<file path="config.mk">
export PLATFORM = sky130hd
export DESIGN_NAME = pe_dbuf
export DESIGN_NICKNAME = d
export VERILOG_FILES = /design/src/rtl/pe_dbuf.sv
export SDC_FILE = /design/constraint.sdc
export NUM_CORES = 1
export LEC_CHECK = 0
export ABC_AREA = 1
export BUFFER_PORTS_ARGS = -buffer_cell sky130_fd_sc_hd__buf_2
export CAP_MARGIN = 5
export CORE_ASPECT_RATIO = 0.75
export CORE_UTILIZATION = 30
export CTS_BUF_LIST = sky130_fd_sc_hd__clkbuf_4 sky130_fd_sc_hd__clkbuf_8
export CTS_CLUSTER_DIAMETER = 80
export CTS_CLUSTER_SIZE = 10
export DETAILED_ROUTE_END_ITERATION = 6
export PLACE_DENSITY_LB_ADDON = 0.3
export SETUP_SLACK_MARGIN = 0.1
export SYNTH_ARGS = -nofsm -noshare
export SYNTH_HDL_FRONTEND = slang
export SYNTH_SLANG_ARGS = --single-unit
</file>
<file path="constraint.sdc">
create_clock -name clk -period 9 [get_ports clk]
set_input_delay 1.35 -clock clk [delete_from_list [all_inputs] [get_ports clk]]
set_output_delay 1.35 -clock clk [all_outputs]
set_load 0.02 [all_outputs]
</file>
<file path="src/rtl/pe_dbuf.sv">
// pe_dbuf: weight-stationary systolic PE with a shadow/active double-buffered weight.
// Define PE_DBUF_SATURATE_EN for a saturating accumulate with a sticky sat_flag.
module pe_dbuf #(
    parameter int DATA_W = 8,
    parameter int WGT_W  = 8,
    parameter int ACC_W  = 16
) (
    input  logic              clk,
    input  logic              rst,
    input  logic              active,
    input  logic [DATA_W-1:0] data_in,
    input  logic [ACC_W-1:0]  sum_in,
    input  logic [WGT_W-1:0]  w_in,
    input  logic              w_load,
    input  logic              w_swap,
    output logic [DATA_W-1:0] data_out,
    output logic [ACC_W-1:0]  mac_out,
    output logic [WGT_W-1:0]  w_out,
    output logic              w_load_out,
    output logic              w_swap_out,
    output logic              active_out,
    output logic              w_valid,
    output logic              sat_flag
);
    localparam int PROD_W = DATA_W + WGT_W;

    typedef enum logic [1:0] {
        ST_EMPTY     = 2'd0,
        ST_LOADED    = 2'd1,
        ST_COMMITTED = 2'd2
    } wstate_e;

    wstate_e           state_q, state_d;
    logic [WGT_W-1:0]  shadow_q, shadow_d;
    logic [WGT_W-1:0]  weight_q, weight_d;
    logic              w_valid_q, w_valid_d;
    logic [DATA_W-1:0] data_out_q, data_out_d;
    logic [ACC_W-1:0]  mac_out_q, mac_out_d;
    logic              w_load_out_q, w_load_out_d;
    logic              w_swap_out_q, w_swap_out_d;
    logic              active_out_q, active_out_d;
    logic              sat_q, sat_d;
    logic              commit_s;
    logic signed [PROD_W-1:0] prod_s;

`ifdef PE_DBUF_SATURATE_EN
    logic signed [ACC_W:0] sum_wide_s;

    // Signed overflow of the widened sum: the two top bits disagree.
    function automatic logic add_ovf(input logic signed [ACC_W:0] v);
        return v[ACC_W] != v[ACC_W-1];
    endfunction

    // Clamp to the most positive or most negative ACC_W value by sign.
    function automatic logic [ACC_W-1:0] sat_clamp(input logic signed [ACC_W:0] v);
        logic [ACC_W-1:0] r;
        if (v[ACC_W]) begin
            r = {1'b1, {(ACC_W-1){1'b0}}};
        end else begin
            r = {1'b0, {(ACC_W-1){1'b1}}};
        end
        return r;
    endfunction
`else
    logic signed [ACC_W-1:0] sum_s;
`endif

    // Weight buffer controller: shadow shift, commit to active, buffer state.
    always_comb begin
        state_d   = state_q;
        shadow_d  = shadow_q;
        weight_d  = weight_q;
        w_valid_d = w_valid_q;
        commit_s  = w_swap && (state_q != ST_EMPTY);

        if (w_load) begin
            shadow_d = w_in;
        end else begin
            shadow_d = shadow_q;
        end

        // Commit always takes the pre-load shadow, even with a same-cycle load.
        if (commit_s) begin
            weight_d  = shadow_q;
            w_valid_d = 1'b1;
        end else begin
            weight_d  = weight_q;
            w_valid_d = w_valid_q;
        end

        case (state_q)
            ST_EMPTY: begin
                if (w_load) begin
                    state_d = ST_LOADED;
                end else begin
                    state_d = ST_EMPTY;
                end
            end
            ST_LOADED: begin
                if (w_swap && !w_load) begin
                    state_d = ST_COMMITTED;
                end else begin
                    state_d = ST_LOADED;
                end
            end
            ST_COMMITTED: begin
                if (w_load) begin
                    state_d = ST_LOADED;
                end else begin
                    state_d = ST_COMMITTED;
                end
            end
            default: begin
                state_d = ST_EMPTY;
            end
        endcase
    end

    // Multiply-accumulate datapath with stall hold.
    always_comb begin
        prod_s = PROD_W'($signed(data_in)) * PROD_W'($signed(weight_q));
`ifdef PE_DBUF_SATURATE_EN
        sum_wide_s = (ACC_W+1)'($signed(sum_in)) + (ACC_W+1)'(prod_s);
`else
        sum_s = $signed(sum_in) + ACC_W'(prod_s);
`endif
        data_out_d = data_out_q;
        mac_out_d  = mac_out_q;
        sat_d      = sat_q;

        if (active) begin
            data_out_d = data_in;
`ifdef PE_DBUF_SATURATE_EN
            if (add_ovf(sum_wide_s)) begin
                mac_out_d = sat_clamp(sum_wide_s);
                sat_d     = 1'b1;
            end else begin
                mac_out_d = sum_wide_s[ACC_W-1:0];
                sat_d     = sat_q;
            end
`else
            mac_out_d = sum_s;
            sat_d     = 1'b0;
`endif
        end else begin
            data_out_d = data_out_q;
            mac_out_d  = mac_out_q;
`ifdef PE_DBUF_SATURATE_EN
            sat_d      = sat_q;
`else
            sat_d      = 1'b0;
`endif
        end
    end

    // Control pass-through to the next PE, unconditional one-cycle delay.
    always_comb begin
        active_out_d = active;
        w_load_out_d = w_load;
        w_swap_out_d = w_swap;
    end

    // State and output registers.
    always_ff @(posedge clk or posedge rst) begin
        if (rst) begin
            state_q      <= ST_EMPTY;
            shadow_q     <= {WGT_W{1'b0}};
            weight_q     <= {WGT_W{1'b0}};
            w_valid_q    <= 1'b0;
            data_out_q   <= {DATA_W{1'b0}};
            mac_out_q    <= {ACC_W{1'b0}};
            active_out_q <= 1'b0;
            w_load_out_q <= 1'b0;
            w_swap_out_q <= 1'b0;
            sat_q        <= 1'b0;
        end else begin
            state_q      <= state_d;
            shadow_q     <= shadow_d;
            weight_q     <= weight_d;
            w_valid_q    <= w_valid_d;
            data_out_q   <= data_out_d;
            mac_out_q    <= mac_out_d;
            active_out_q <= active_out_d;
            w_load_out_q <= w_load_out_d;
            w_swap_out_q <= w_swap_out_d;
            sat_q        <= sat_d;
        end
    end

    assign data_out   = data_out_q;
    assign mac_out    = mac_out_q;
    assign w_out      = shadow_q;
    assign w_load_out = w_load_out_q;
    assign w_swap_out = w_swap_out_q;
    assign active_out = active_out_q;
    assign w_valid    = w_valid_q;
    assign sat_flag   = sat_q;

endmodule

</file>
## Yosys cells after proc, flatten, opt, wreduce, memory -nomap -nowiden

Index checks and enable logic that the tools add are counted.

| cells by class | value |
|---|---|
| multiplexer cells | 4 |
| multipliers | 1 |
| add/sub/neg operators | 1 |
| reduce and logical (&&, ||, !) cells | 5 |
| equal/unequal tests | 2 |

Operators with widths:

| kind | number |
|---|---|
| adder 16 bit | 1 |
| multiplier 8 x 8 -> 16 bit | 1 |
| one-hot mux 2 bit (3 select lines) | 1 |
| two-way mux 2 bit | 2 |
| == test 2 x 1 -> 1 bit (second input constant) | 1 |
| == test 2 bit (second input constant) | 1 |
| logical AND 1 bit | 2 |
| zero test 2 bit | 1 |
| nonzero test 2 bit | 1 |
| zero test 1 bit | 1 |
| two-way mux 1 bit | 1 |

| word-level totals | value |
|---|---|
| register bits | 46 |
| bits of input ports | 37 |

## Depth between registers and ports, before layout

| logic depth | value |
|---|---|
| depth in word-level cells | 4 |
| gate-level depth with buffers | 23 |
| gate-level depth less buffers | 22 |

## Least setup slack after synthesis

OpenSTA, ideal clock, no wires.

| timing | value |
|---|---|
| path type | input -> register |
| start | in data_in[7] |
| end | reg mac_out_q[13] (netlist: mac_out[13]) |
| stages on the path | 17 |
| data arrival time | 5.274 ns |
| path slack | 3.609 ns |
| cell sequence | clkbuf_1 > nand2_1 > inv_1 > fa_1 > fa_1 > fa_1 > fa_1 > ha_1 > ha_1 > inv_2 > nor3_2 > nand2_2 > nand3_2 > a21oi_2 > nand2b_1 > nand3_1 > nand2_1 |

| on the way | value |
|---|---|
| cells in the longest elaborated chain, start to end | 2 |

RTL lines:

| element | line | source |
|---|---|---|
| from (decl) | 11 | `input logic [DATA_W-1:0] data_in,` |
| multiplier 8 x 8 -> 16 bit | 121 | `prod_s = PROD_W'($signed(data_in)) * PROD_W'($signed(weight_q));` |
| adder 16 bit | 125 | `sum_s = $signed(sum_in) + ACC_W'(prod_s);` |
| to (signal assigned) | 171 | `mac_out_q <= {ACC_W{1'b0}};` |
| to (signal assigned) | 182 | `mac_out_q <= mac_out_d;` |
| to (decl) | 38 | `logic [ACC_W-1:0] mac_out_q, mac_out_d;` |

Every way passes these cells.
A chain may end at the register's enable or synchronous reset.

## Final worst setup path

| timing | value |
|---|---|
| start | in data_in[0] |
| end | reg mac_out_q[13] (netlist: mac_out[13]) |

The elaborated chain is that of the path after synthesis.

==> key figures <==
Logic synthesis
  – Syn Std Cell Area: between 4000 and 5000 µm²
  – Post-synth top area share: between 20% and 30%
  – Most common cell in the netlist: nand2_1
  – Synth cell types: 31
  – Syn Nets: around 720
  – Post-synth ARST share: 100.0%
  – Synthesis warning total: 0
  – Synth area leader: fa_1
  – Mean Syn Cell Area: 8.327 µm²
  – Synth area leaders: fa_1, dfrtp_1, nand2_1
  – FF+latch count, synth: 46
  – Post-Synthesis Cells: approximately 580
  – Most used DFF post-synth: dfrtp_1
  – Number of synthesized flops with an enable pin: 0
  – Sequential share of the synthesized area: a little under a quarter
  – Synth top cells by count: nand2_1, inv_1, fa_1

Setup path
  – WP data required: 9.20 ns
  – Most frequent cell on the critical path: fa_1
  – FF-to-FF End: mac_out[13]$_DFFE_PP0P_
  – R2R setup slack: between 4 and 5 ns
  – CP arrival: between 5 and 6 ns
  – Worst reg2reg startpoint: weight_q[0]$_DFFE_PP0P_
  – Crit Path Max Fanout: 9
  – CP Launch Type: primary input
  – Critical path, cell by cell: buf_2 > or2_2 > fa_1 > fa_1 > inv_1 > fa_1 > fa_1 > fa_1 > ha_1 > inv_1 > nor3_2 > nand2_2 > nand3_2 > a21oi_2 > nand2b_1 > nand3_1 > nand2_1
  – Crit Path Class: primary input to flip-flop
  – Crit end category: flip-flop
  – Max stage delay on crit path: ~0.58 ns
  – Worst reg2reg path depth: 16
  – Critical path's slowest cell: fa_1

Placement
  – Placed wire-length estimate: about 9000 µm
  – Port buffer count: 72
  – Placer Congestion: roughly 0.84

Clock network
  – Htree depth: 2
  – Setup Buffers After CTS: 0
  – # hold bufs at CTS: 0
  – Worst skew pair latency: approximately 0.31 ns
  – CTS buffer count: 5
  – Clock root cell: clkbuf_8
  – Clock transition at the registers of the reported paths: 0.09 ns
  – CTS tree: yes
  – Clk sink count: 46
  – Post-cts sizing count: 0
  – Clock Path Buffers: 2

Floorplan
  – Die area: approximately 17000 µm²
  – Initial Utilization: about 31%
  – Row count: 39
  – Chip width: approximately 150 µm
  – Ports: 74
  – Die Y: between 100 and 150 µm
  – Core area: around 15000 µm²

Detailed routing
  – 1st-iter DRT viols: 178
  – Routed wire length: 11270 µm
  – Per-cell routed wire length: ~13 µm
  – Post-route ant nets: 0
  – Met1 wire length: 6017 µm
  – Vias/cell: between 4 and 5
  – Via Count: between 3000 and 4000
  – Detailed Routing Iterations Pass 1: 4
  – Met2 Routed Length: between 4000 and 5000 µm
  – Residual DRC: 0
  – WL met3: roughly 360 µm
  – Top Metal Used: met4

Final layout
  – Share of layout cells above drive strength 1: approximately 15%
  – Synth-to-layout area growth: 12.89%
  – Fill cells: about 1700
  – Net count, final: about 800
  – N_diodes: 0

Global routing
  – Vias in the first global route: 3623
  – Initial antenna violation count: 0
  – GRT Overall Usage: between 10 and 15%
  – Largest net degree at the start of global routing: 47
  – Global-route wire length before repair: roughly 19000 µm
  – Grt ovf: 0

Timing
  – Unrepaired setup endpoints after global routing: no
  – Max Transition Viols Final: 0
  – F_max: ~0.19 GHz
  – Slew @ Worst Pin: roughly 0.77 ns
  – Slew HR: approximately half
  – Final hold vios: 0
  – Post-layout min period: about 5.4 ns
  – Setup TNS Final: 0 ns
  – Final setup fails: 0
  – Clock skew: ~0.0070 ns
  – Hold WS: ~0.47 ns
  – Period Utilization, post-route: a little under 60%

Run
  – Max Cap Viol: 0

Min path
  – Hold path startpoint: data_out[3]$_DFFE_PP0P_
  – Hold path endpoint: data_out[3]$_DFFE_PP0P_
  – Hold crit path type: flip-flop to flip-flop
  – Hold depth: 2

Status
  – Status: finished clean
[sequential cells by signal (all words and copies together), names as in the netlist]
name and flops:
mac_out 16, data_out 8, w_out 8, weight_q 8, state_q 2, active_out 1
w_load_out 1, w_swap_out 1, w_valid 1
[routing by layer]
layer | GRT usage, % | up-vias
li1 | - | 1801
met2 | 22.47 | 64
met1 | 22.89 | 1694
met4 | 2.062 | 0
met5 | 0 | -
met3 | 1.967 | 7
[cell type report]
class                   instances  area [µm²]  share of cell area, %
repair buffers                 73       367.9                  6.782
clock buffers                   6       76.32                  1.407
inverters                     137       514.2                  9.481
flip-flops and latches         46        1151                  21.22
clock inverters                 2       13.76                 0.2537
multi-input cells             371        3044                  56.12
well taps                     205       256.5                  4.729
[how the worst max path moves through the flow]
stage               startpoint                      end  depth (start not counted)
detailed placement  data_in[7]  mac_out[13]$_DFFE_PP0P_                         17
global placement    data_in[7]  mac_out[14]$_DFFE_PP0P_                         17
global route        data_in[7]  mac_out[14]$_DFFE_PP0P_                         17
floorplan           data_in[7]  mac_out[13]$_DFFE_PP0P_                         17
finish              data_in[0]  mac_out[13]$_DFFE_PP0P_                         17
CTS                 data_in[7]  mac_out[14]$_DFFE_PP0P_                         17
[logic make-up (layout without fill, tap and decap cells)]
logic type | count (synthesis) | count (layout) | synth area share [%]
simple gates | 214 | 214 | 17.97
buf+inv | 160 | 218 | 12.68
fa+ha+maj | 108 | 108 | 39.22
flops | 46 | 46 | 23.96
compound gates | 41 | 41 | 4.818
xor+xnor | 7 | 7 | 1.276
other cells | 1 | 1 | 0.07805
[cells in the final DEF (no fill, tap or decap), types with 2 or more instances in the layout]
cell | Yosys | final
or2_1 | 2 | 2
nor2_1 | 14 | 14
inv_1 | 132 | 131
nand3_1 | 18 | 18
a21oi_2 | 2 | 2
o21ai_0 | 20 | 20
xor2_1 | 3 | 3
nand2_1 | 170 | 170
fa_1 | 71 | 71
ha_1 | 37 | 37
inv_2 | 5 | 6
xnor2_1 | 4 | 4
a31oi_1 | 5 | 5
dfrtp_1 | 46 | 46
nand2_2 | 2 | 2
clkbuf_8 | 0 | 5
a21oi_1 | 8 | 8
nand4_1 | 2 | 2
o21ai_1 | 3 | 3
buf_2 | 1 | 72
[worst max-delay path, delay by kind of cell]
family                     cells  cell delay [ns]
adders and majority gates      6             2.79
AOI/OAI and AO/OA              1             0.06
buffers and inverters          3             0.31
and+or+nand+nor                7             1.04
[stage by stage]
step	std cells	setup slack, ns	util, %	cell area [µm²]
2_1_floorplan	577	3.609	-	4805
3_3_place_gp	832	3.340	34.59	5334
5_1_grt	840	3.301	35.18	5424
3_5_place_dp	832	3.311	34.59	5334
4_1_cts	840	3.620	35.18	5424
6_report	840	3.633	35.18	5424
Power is not shown: default switching activity piles up to over one toggle a cycle in this logic, so the estimate is an artifact.
